File: src/rtl/alu_arbiter.sv
// Round-robin arbiter sharing one external combinational ALU between two
// requesters. One operation in flight: operands are registered and held on
// the ALU for EXEC_CYCLES cycles, then result and flags are registered and
// returned on the granted requester's response channel.
module alu_arbiter #(
  parameter int unsigned WIDTH       = 32,
  parameter int unsigned CTR_W       = 3,
  parameter int          EXEC_CYCLES = 1
) (
  input  logic             clk,
  input  logic             rst_n,
  // requester 0
  input  logic             req0_valid,
  output logic             req0_ready,
  input  logic [WIDTH-1:0] req0_a,
  input  logic [WIDTH-1:0] req0_b,
  input  logic [CTR_W-1:0] req0_ctr,
  output logic             rsp0_valid,
  input  logic             rsp0_ready,
  output logic [WIDTH-1:0] rsp0_res,
  output logic [2:0]       rsp0_flags,
  // requester 1
  input  logic             req1_valid,
  output logic             req1_ready,
  input  logic [WIDTH-1:0] req1_a,
  input  logic [WIDTH-1:0] req1_b,
  input  logic [CTR_W-1:0] req1_ctr,
  output logic             rsp1_valid,
  input  logic             rsp1_ready,
  output logic [WIDTH-1:0] rsp1_res,
  output logic [2:0]       rsp1_flags,
  // shared ALU
  output logic [WIDTH-1:0] alu_a,
  output logic [WIDTH-1:0] alu_b,
  output logic [CTR_W-1:0] alu_ctr,
  input  logic [WIDTH-1:0] alu_res,
  input  logic             alu_co,
  input  logic             alu_zero,
  input  logic             alu_ovf,
  output logic             busy
);

  // Values below 1 behave as a single execute cycle.
  localparam int unsigned ExecN = (EXEC_CYCLES < 1) ? 1 : EXEC_CYCLES;
  localparam int unsigned CntW  = (ExecN > 1) ? $clog2(ExecN) : 1;

  typedef enum logic [1:0] {StIdle, StExec, StResp} state_e;

  state_e           state_q;
  logic             grant_q;
  logic             last_grant_q;
  logic [CntW-1:0]  cnt_q;
  logic [WIDTH-1:0] a_q;
  logic [WIDTH-1:0] b_q;
  logic [CTR_W-1:0] ctr_q;
  logic [WIDTH-1:0] res_q;
  logic [2:0]       flags_q;
  logic [1:0]       rsp_valid_q;

  logic winner;
  logic idle;
  logic accept;
  logic rsp_done;

  // Pick the winner: a lone requester wins, a tie goes to the one not served last.
  always_comb begin
    winner = 1'b0;
    if (req0_valid && req1_valid) begin
      winner = ~last_grant_q;
    end else if (req1_valid) begin
      winner = 1'b1;
    end
  end

  // Ready is masked by reset so nothing is offered while the block is held in reset.
  assign idle       = (state_q == StIdle) & rst_n;
  assign req0_ready = idle & req0_valid & ~winner;
  assign req1_ready = idle & req1_valid & winner;
  assign accept     = req0_ready | req1_ready;
  // Only the granted requester's ready can release the response.
  assign rsp_done   = grant_q ? rsp1_ready : rsp0_ready;

  // Main FSM: accept in IDLE, hold operands in EXEC, present result in RESP.
  always_ff @(posedge clk or negedge rst_n) begin
    if (!rst_n) begin
      state_q      <= StIdle;
      grant_q      <= 1'b0;
      last_grant_q <= 1'b1;
      cnt_q        <= '0;
      a_q          <= '0;
      b_q          <= '0;
      ctr_q        <= '0;
      res_q        <= '0;
      flags_q      <= '0;
      rsp_valid_q  <= '0;
    end else begin
      case (state_q)
        StIdle: begin
          if (accept) begin
            a_q          <= winner ? req1_a : req0_a;
            b_q          <= winner ? req1_b : req0_b;
            ctr_q        <= winner ? req1_ctr : req0_ctr;
            grant_q      <= winner;
            last_grant_q <= winner;
            cnt_q        <= CntW'(ExecN - 1);
            state_q      <= StExec;
          end
        end
        StExec: begin
          if (cnt_q == '0) begin
            res_q       <= alu_res;
            flags_q     <= {alu_ovf, alu_zero, alu_co};
            rsp_valid_q <= grant_q ? 2'b10 : 2'b01;
            state_q     <= StResp;
          end else begin
            cnt_q <= cnt_q - CntW'(1);
          end
        end
        StResp: begin
          if (rsp_done) begin
            rsp_valid_q <= '0;
            state_q     <= StIdle;
          end
        end
        default: state_q <= StIdle;
      endcase
    end
  end

  // ALU is fed only from the operand registers, so it is stable through EXEC.
  assign alu_a   = a_q;
  assign alu_b   = b_q;
  assign alu_ctr = ctr_q;

  assign rsp0_valid = rsp_valid_q[0];
  assign rsp1_valid = rsp_valid_q[1];
  assign rsp0_res   = res_q;
  assign rsp1_res   = res_q;
  assign rsp0_flags = flags_q;
  assign rsp1_flags = flags_q;
  assign busy       = (state_q != StIdle);

endmodule

File: config.mk
export PLATFORM = sky130hd
export DESIGN_NAME = alu_arbiter
export DESIGN_NICKNAME = d
export VERILOG_FILES = /design/src/rtl/alu_arbiter.sv
export SDC_FILE = /design/constraint.sdc
export NUM_CORES = 1
export LEC_CHECK = 0
export CORE_AREA = 2 2 122 124
export CTS_CLUSTER_SIZE = 30
export DETAILED_ROUTE_END_ITERATION = 10
export DIE_AREA = 0 0 124 126
export HOLD_SLACK_MARGIN = 0.03
export PLACE_DENSITY = 0.77
export REMOVE_ABC_BUFFERS = 1
export SLEW_MARGIN = 15
export SYNTH_ARGS = -nofsm -noshare
export SYNTH_HDL_FRONTEND = slang
export SYNTH_SLANG_ARGS = --single-unit
File: constraint.sdc
create_clock -name clk -period 3.2 [get_ports clk]
set_input_delay 0.32 -clock clk [delete_from_list [all_inputs] [get_ports clk]]
set_output_delay 0.32 -clock clk [all_outputs]
set_load 0.02 [all_outputs]
Word-level counts from Yosys, hierarchy flattened
Index checks and enable logic that the tools add are counted.
Operators by class
  mux-type cells: 16
  add/sub/neg operators: 1
  bitwise gates (word level): 9
  eq/ne operators: 5
  reductions and logical operators: 10
Operators by type and width (count)
  32-bit 2-to-1 mux: 2
  2-bit 2-to-1 mux: 5
  2-bit inequality test, second input constant: 3
  2-bit case mux with 3 select lines: 1
  2-bit AND reduction: 3
  3-bit AND reduction: 2
  2-bit nonzero test: 3
  1-bit AND: 5
  1-bit 2-to-1 mux: 5
  2-bit case mux with 2 select lines: 1
  3-bit 2-to-1 mux: 1
  1-bit NOT: 3
  2-bit by 1-bit equality test with 1-bit output, second input constant: 1
  2-bit equality test, second input constant: 1
  2-bit logical NOT: 1
  1-bit case mux with 2 select lines: 1
  1-bit logical AND: 1
  1-bit OR: 1
  1-bit subtractor, second input constant: 1
Word-level totals
  input port bits: 175
  output and inout port bits: 142
  logic and storage cells: 51
  register bits: 109

Logic depth before layout (Yosys ltp)
  depth in word-level cells: 7
  gate-level depth with buffers: 5
  mapped depth without buffers: 3

Worst setup path after synthesis
No wires, ideal clock.
  kind: flip-flop to flip-flop
  from: reg last_grant_q
  to: reg b_q[10] (netlist: alu_b[10])
  data required time: 3.077 ns
  arrival time: 1.444 ns
  path buffers: 2
  setup slack: 1.634 ns
  cell stages (with the launch flop): 6
  setup time: 0.123 ns
  period minus slack after synthesis: 1.566 ns
  path through: dfstp_2 > and2b_4 > buf_2 > clkbuf_2 > or3_1 > o221a_2
On the way
  word-level cells in the longest chain between the ends: 6
  elaborated cells between the ends (all ways): 8
  classes of those cells: 2 x mux; 5 x bitwise; 1 x reduce/logical
Ends and longest elaborated chain
  from (decl): line 51  | logic last_grant_q;
  from (signal assigned): line 104  | last_grant_q <= winner;
  1-bit NOT *: line 69  | winner = ~last_grant_q;
  1-bit 2-to-1 mux *: line 68  | if (req0_valid && req1_valid) begin
  1-bit NOT: line 77  | assign req0_ready = idle & req0_valid & ~winner;
  1-bit AND: line 77
  1-bit OR: line 79  | assign accept = req0_ready | req1_ready;
  2-bit AND reduction (no source line)
  to (signal assigned): line 101  | b_q <= winner ? req1_b : req0_b;
  to (decl): line 54  | logic [WIDTH-1:0] b_q;
Mark *: on every way between the ends. The rest lies on a longest branch, timed or not.
A chain may end at the register's enable or synchronous reset.

Final worst setup path
  from: in rst_n
  to: out req1_ready
On the way
  word-level cells in the longest chain between the ends: 3
Ends and longest elaborated chain
  from (decl): line 11  | input logic rst_n,
  1-bit AND: line 76  | assign idle = (state_q == StIdle) & rst_n;
  1-bit AND (2 in series): line 78  | assign req1_ready = idle & req1_valid & winner;
  to (decl): line 24  | output logic req1_ready,
No other way between the ends.

==> impl_metrics.json <==
{
  "cp_max_fo": 9,
  "vdd_drop_max_uv": 472.2,
  "synth_edf_count": 0,
  "grt_overflow": 0,
  "critical_path.max_stage_delay_ns": 0.64,
  "hp-class": "in -> async",
  "grt_first_pass_wirelength_um": 24220,
  "place_hpwl_um": 12140,
  "nets": 812,
  "row_count": 44,
  "post-route-min-period_ns": 2.530,
  "crit_chain": "dlygate4sd3_1 > buf_4 > nor3b_4 > nand3_2 > inv_1 > clkdlybuf4s50_1",
  "grt_pass1_vias": 4428,
  "hold_viol": 0,
  "ios": 317,
  "cts_buffers": 9,
  "rsz0062_at_grt": "false",
  "syn_area_per_cell_um2": 13.25,
  "cts_tree": "yes",
  "finalSetupViolCount": 0,
  "dieArea_um2": 15620,
  "arrival_ns": 2.21,
  "h-tree-depth": 3,
  "diodes": 0,
  "power.density_nw_per_um2": 982.3,
  "fin_ws_ns": 0.6699,
  "dp.cells": 809,
  "die_h_um": 126,
  "synthCells": 369,
  "fin_skew_ns": 0.005956,
  "drive_gt1_share_pct": 19.16,
  "status": "finished clean",
  "synth_cell_types": 27,
  "antenna_found_initial": 0,
  "final.setup.tns_ns": 0,
  "clk_latency_ns": 0.34,
  "critPathLaunchType": "input port",
  "ys.flop_type": "dfrtp_1",
  "syn-cell-area_um2": 4890,
  "start_util_pct": 34.16,
  "regArea_um2": 2704,
  "drt-vias-per-instance": 5.084,
  "area_growth_pct": 68.76,
  "synth-seq-cells": 108,
  "drtAntennaViolNets": 0,
  "finalMaxSlewViolations": 0,
  "cts.sinks": 108,
  "async_reset_ff_share_pct": 100.0,
  "wire_per_inst_um": 19.70,
  "grt_max_degree": 64,
  "postCtsSetupBuffers": 0,
  "portBuffers": 316,
  "fp.dieW_um": 124,
  "gp_congestion": 0.7859,
  "required_ns": 2.88,
  "gr-usage-all-layers_pct": 20.53,
  "post_cts_resized": 0,
  "period_share_pct": 79.07,
  "stdcell_area_um2": 8252,
  "crit_type": "in -> out",
  "design.core.area_um2": 14310,
  "multi_input_area_um2": 1760,
  "cp_slowest_cell": "clkdlybuf4s50_1",
  "clk_path_buf_depth": 2,
  "tightest_slew_ns": 1.033,
  "slew_headroom_pct": 31.00,
  "drtIter0Drc": 196,
  "yosysSeqAreaShare_pct": 55.30,
  "fill_cells": 1207,
  "placed_cell_area_um2": 7928,
  "maxCapViolCount": 0,
  "firstDrtPassIters": 4,
  "clock.fmax_ghz": 0.3952,
  "finalNonFillerCells": 826,
  "drc_errors": 0,
  "leakage_nw": 3.159,
  "vias": 4199,
  "path_clk_slew_ns": 0.07,
  "crit_family": "buffers and inverters",
  "cp-end-kind": "primary output",
  "critPathBufInv": 4,
  "synth-warning-count": 0,
  "cts_root_buffer": "clkbuf_16",
  "wirelength_um": 16270,
  "pre_cts_slack_ns": 0.9618
}
## cell families (layout without fill, tap and decap cells)
| family | count (synthesis) | count (layout) | share of synthesized area, % |
|---|---|---|---|
| AO/OA/AOI/OAI | 77 | 77 | 16.94 |
| AND/OR/NAND/NOR | 80 | 80 | 10.85 |
| flip-flops | 108 | 108 | 55.30 |
| multiplexers | 35 | 35 | 8.060 |
| buffers and inverters | 69 | 342 | 8.854 |
## routing by layer
| metal | global-route usage, % | part of all wire, % |
|---|---|---|
| met2 | 34.74 | 50 |
| met3 | 6.205 | 9.4 |
| met1 | 23.97 | 38 |
| met4 | 8.658 | 2.6 |
| met5 | 0 | 0 |
## cells in the mapped netlist (2+ instances only)
cell | instances | area (µm²)
or3_1 | 67 | 419.2
o221a_2 | 57 | 641.9
buf_4 | 42 | 315.3
a21oi_1 | 3 | 15.01
mux2_2 | 35 | 394.1
a21o_1 | 3 | 22.52
o221a_1 | 10 | 112.6
nor2b_1 | 3 | 18.77
nand2_1 | 3 | 11.26
buf_2 | 6 | 30.03
dfrtp_1 | 107 | 2678
inv_1 | 2 | 7.510
clkbuf_1 | 17 | 63.81
## sequential cells by signal, summed over array words and instances, names as in the netlist
name and count:
alu_a 32, alu_ctr 3, last_grant_q 1, rsp0_res 32
alu_b 32, grant_q 1, rsp_valid_q 2, state_q 2
rsp0_flags 3
## power breakdown
part / internal, mW / switching (mW)
Clock: 0.672 / 0.487
Sequential: 2.03 / 0.502
Combinational: 2.34 / 2.07
Total: 5.05 / 3.06
## cell type report
cell class,count,area share [%]
clock buffer,13,3.275
clock inverter,3,0.5307
inverter,2,0.09098
multi-input combinational,192,21.33
sequential,108,32.77
tap,184,2.790
timing repair buffer,324,39.21
## final timing paths
check                               end         start  slack, ns  cells past startpoint
hold reg to reg            rsp0_res[12]  rsp0_res[12]       0.53                      1
setup reg to reg           rsp0_res[23]    state_q[0]       1.23                      2
setup / recovery             req1_ready         rst_n       0.67                      6
hold / removal                alu_b[21]         rst_n       0.35                      2
max in group asynchronous     alu_b[31]         rst_n       1.29                      4
min in group clk           rsp0_res[12]  rsp0_res[12]       0.53                      1
## placed cells by master, fill, tap and decap left out, types with 2 or more instances in the layout
| cell | Yosys | final |
|---|---|---|
| clkdlybuf4s50_1 | 0 | 315 |
| dfrtp_1 | 107 | 107 |
| inv_1 | 2 | 2 |
| or3_1 | 67 | 67 |
| o221a_1 | 10 | 10 |
| clkbuf_16 | 0 | 9 |
| nand2_1 | 3 | 3 |
| o221a_2 | 57 | 57 |
| mux2_2 | 35 | 35 |
| nor2b_1 | 3 | 2 |
| clkbuf_8 | 0 | 3 |
| a21oi_1 | 3 | 3 |
| a21o_1 | 3 | 3 |
| buf_4 | 42 | 7 |
## worst register-to-register path: stages (launching register included)
cell     delay [ns]
dfrtp_1        0.51
nor2b_4        0.90
mux2_2         0.45
## per-stage QoR
step / hold WS (ns) / power, mW / util, %
floorplan: 0.02441 / 4.541 / -
global placement: 0.1721 / 6.932 / 55.38
detailed placement: 0.1755 / 7.000 / 55.38
CTS: 0.3448 / 8.201 / 57.65
global route: 0.3522 / 8.524 / 57.65
finish: 0.3542 / 8.106 / 57.65
## repair_timing
item,4_1_cts,5_1_grt
setup endpoints to repair,0,0
hold buffers,1,0
hold endpoints to repair,6,0
Note: power is estimated with default switching activity, not from simulation.
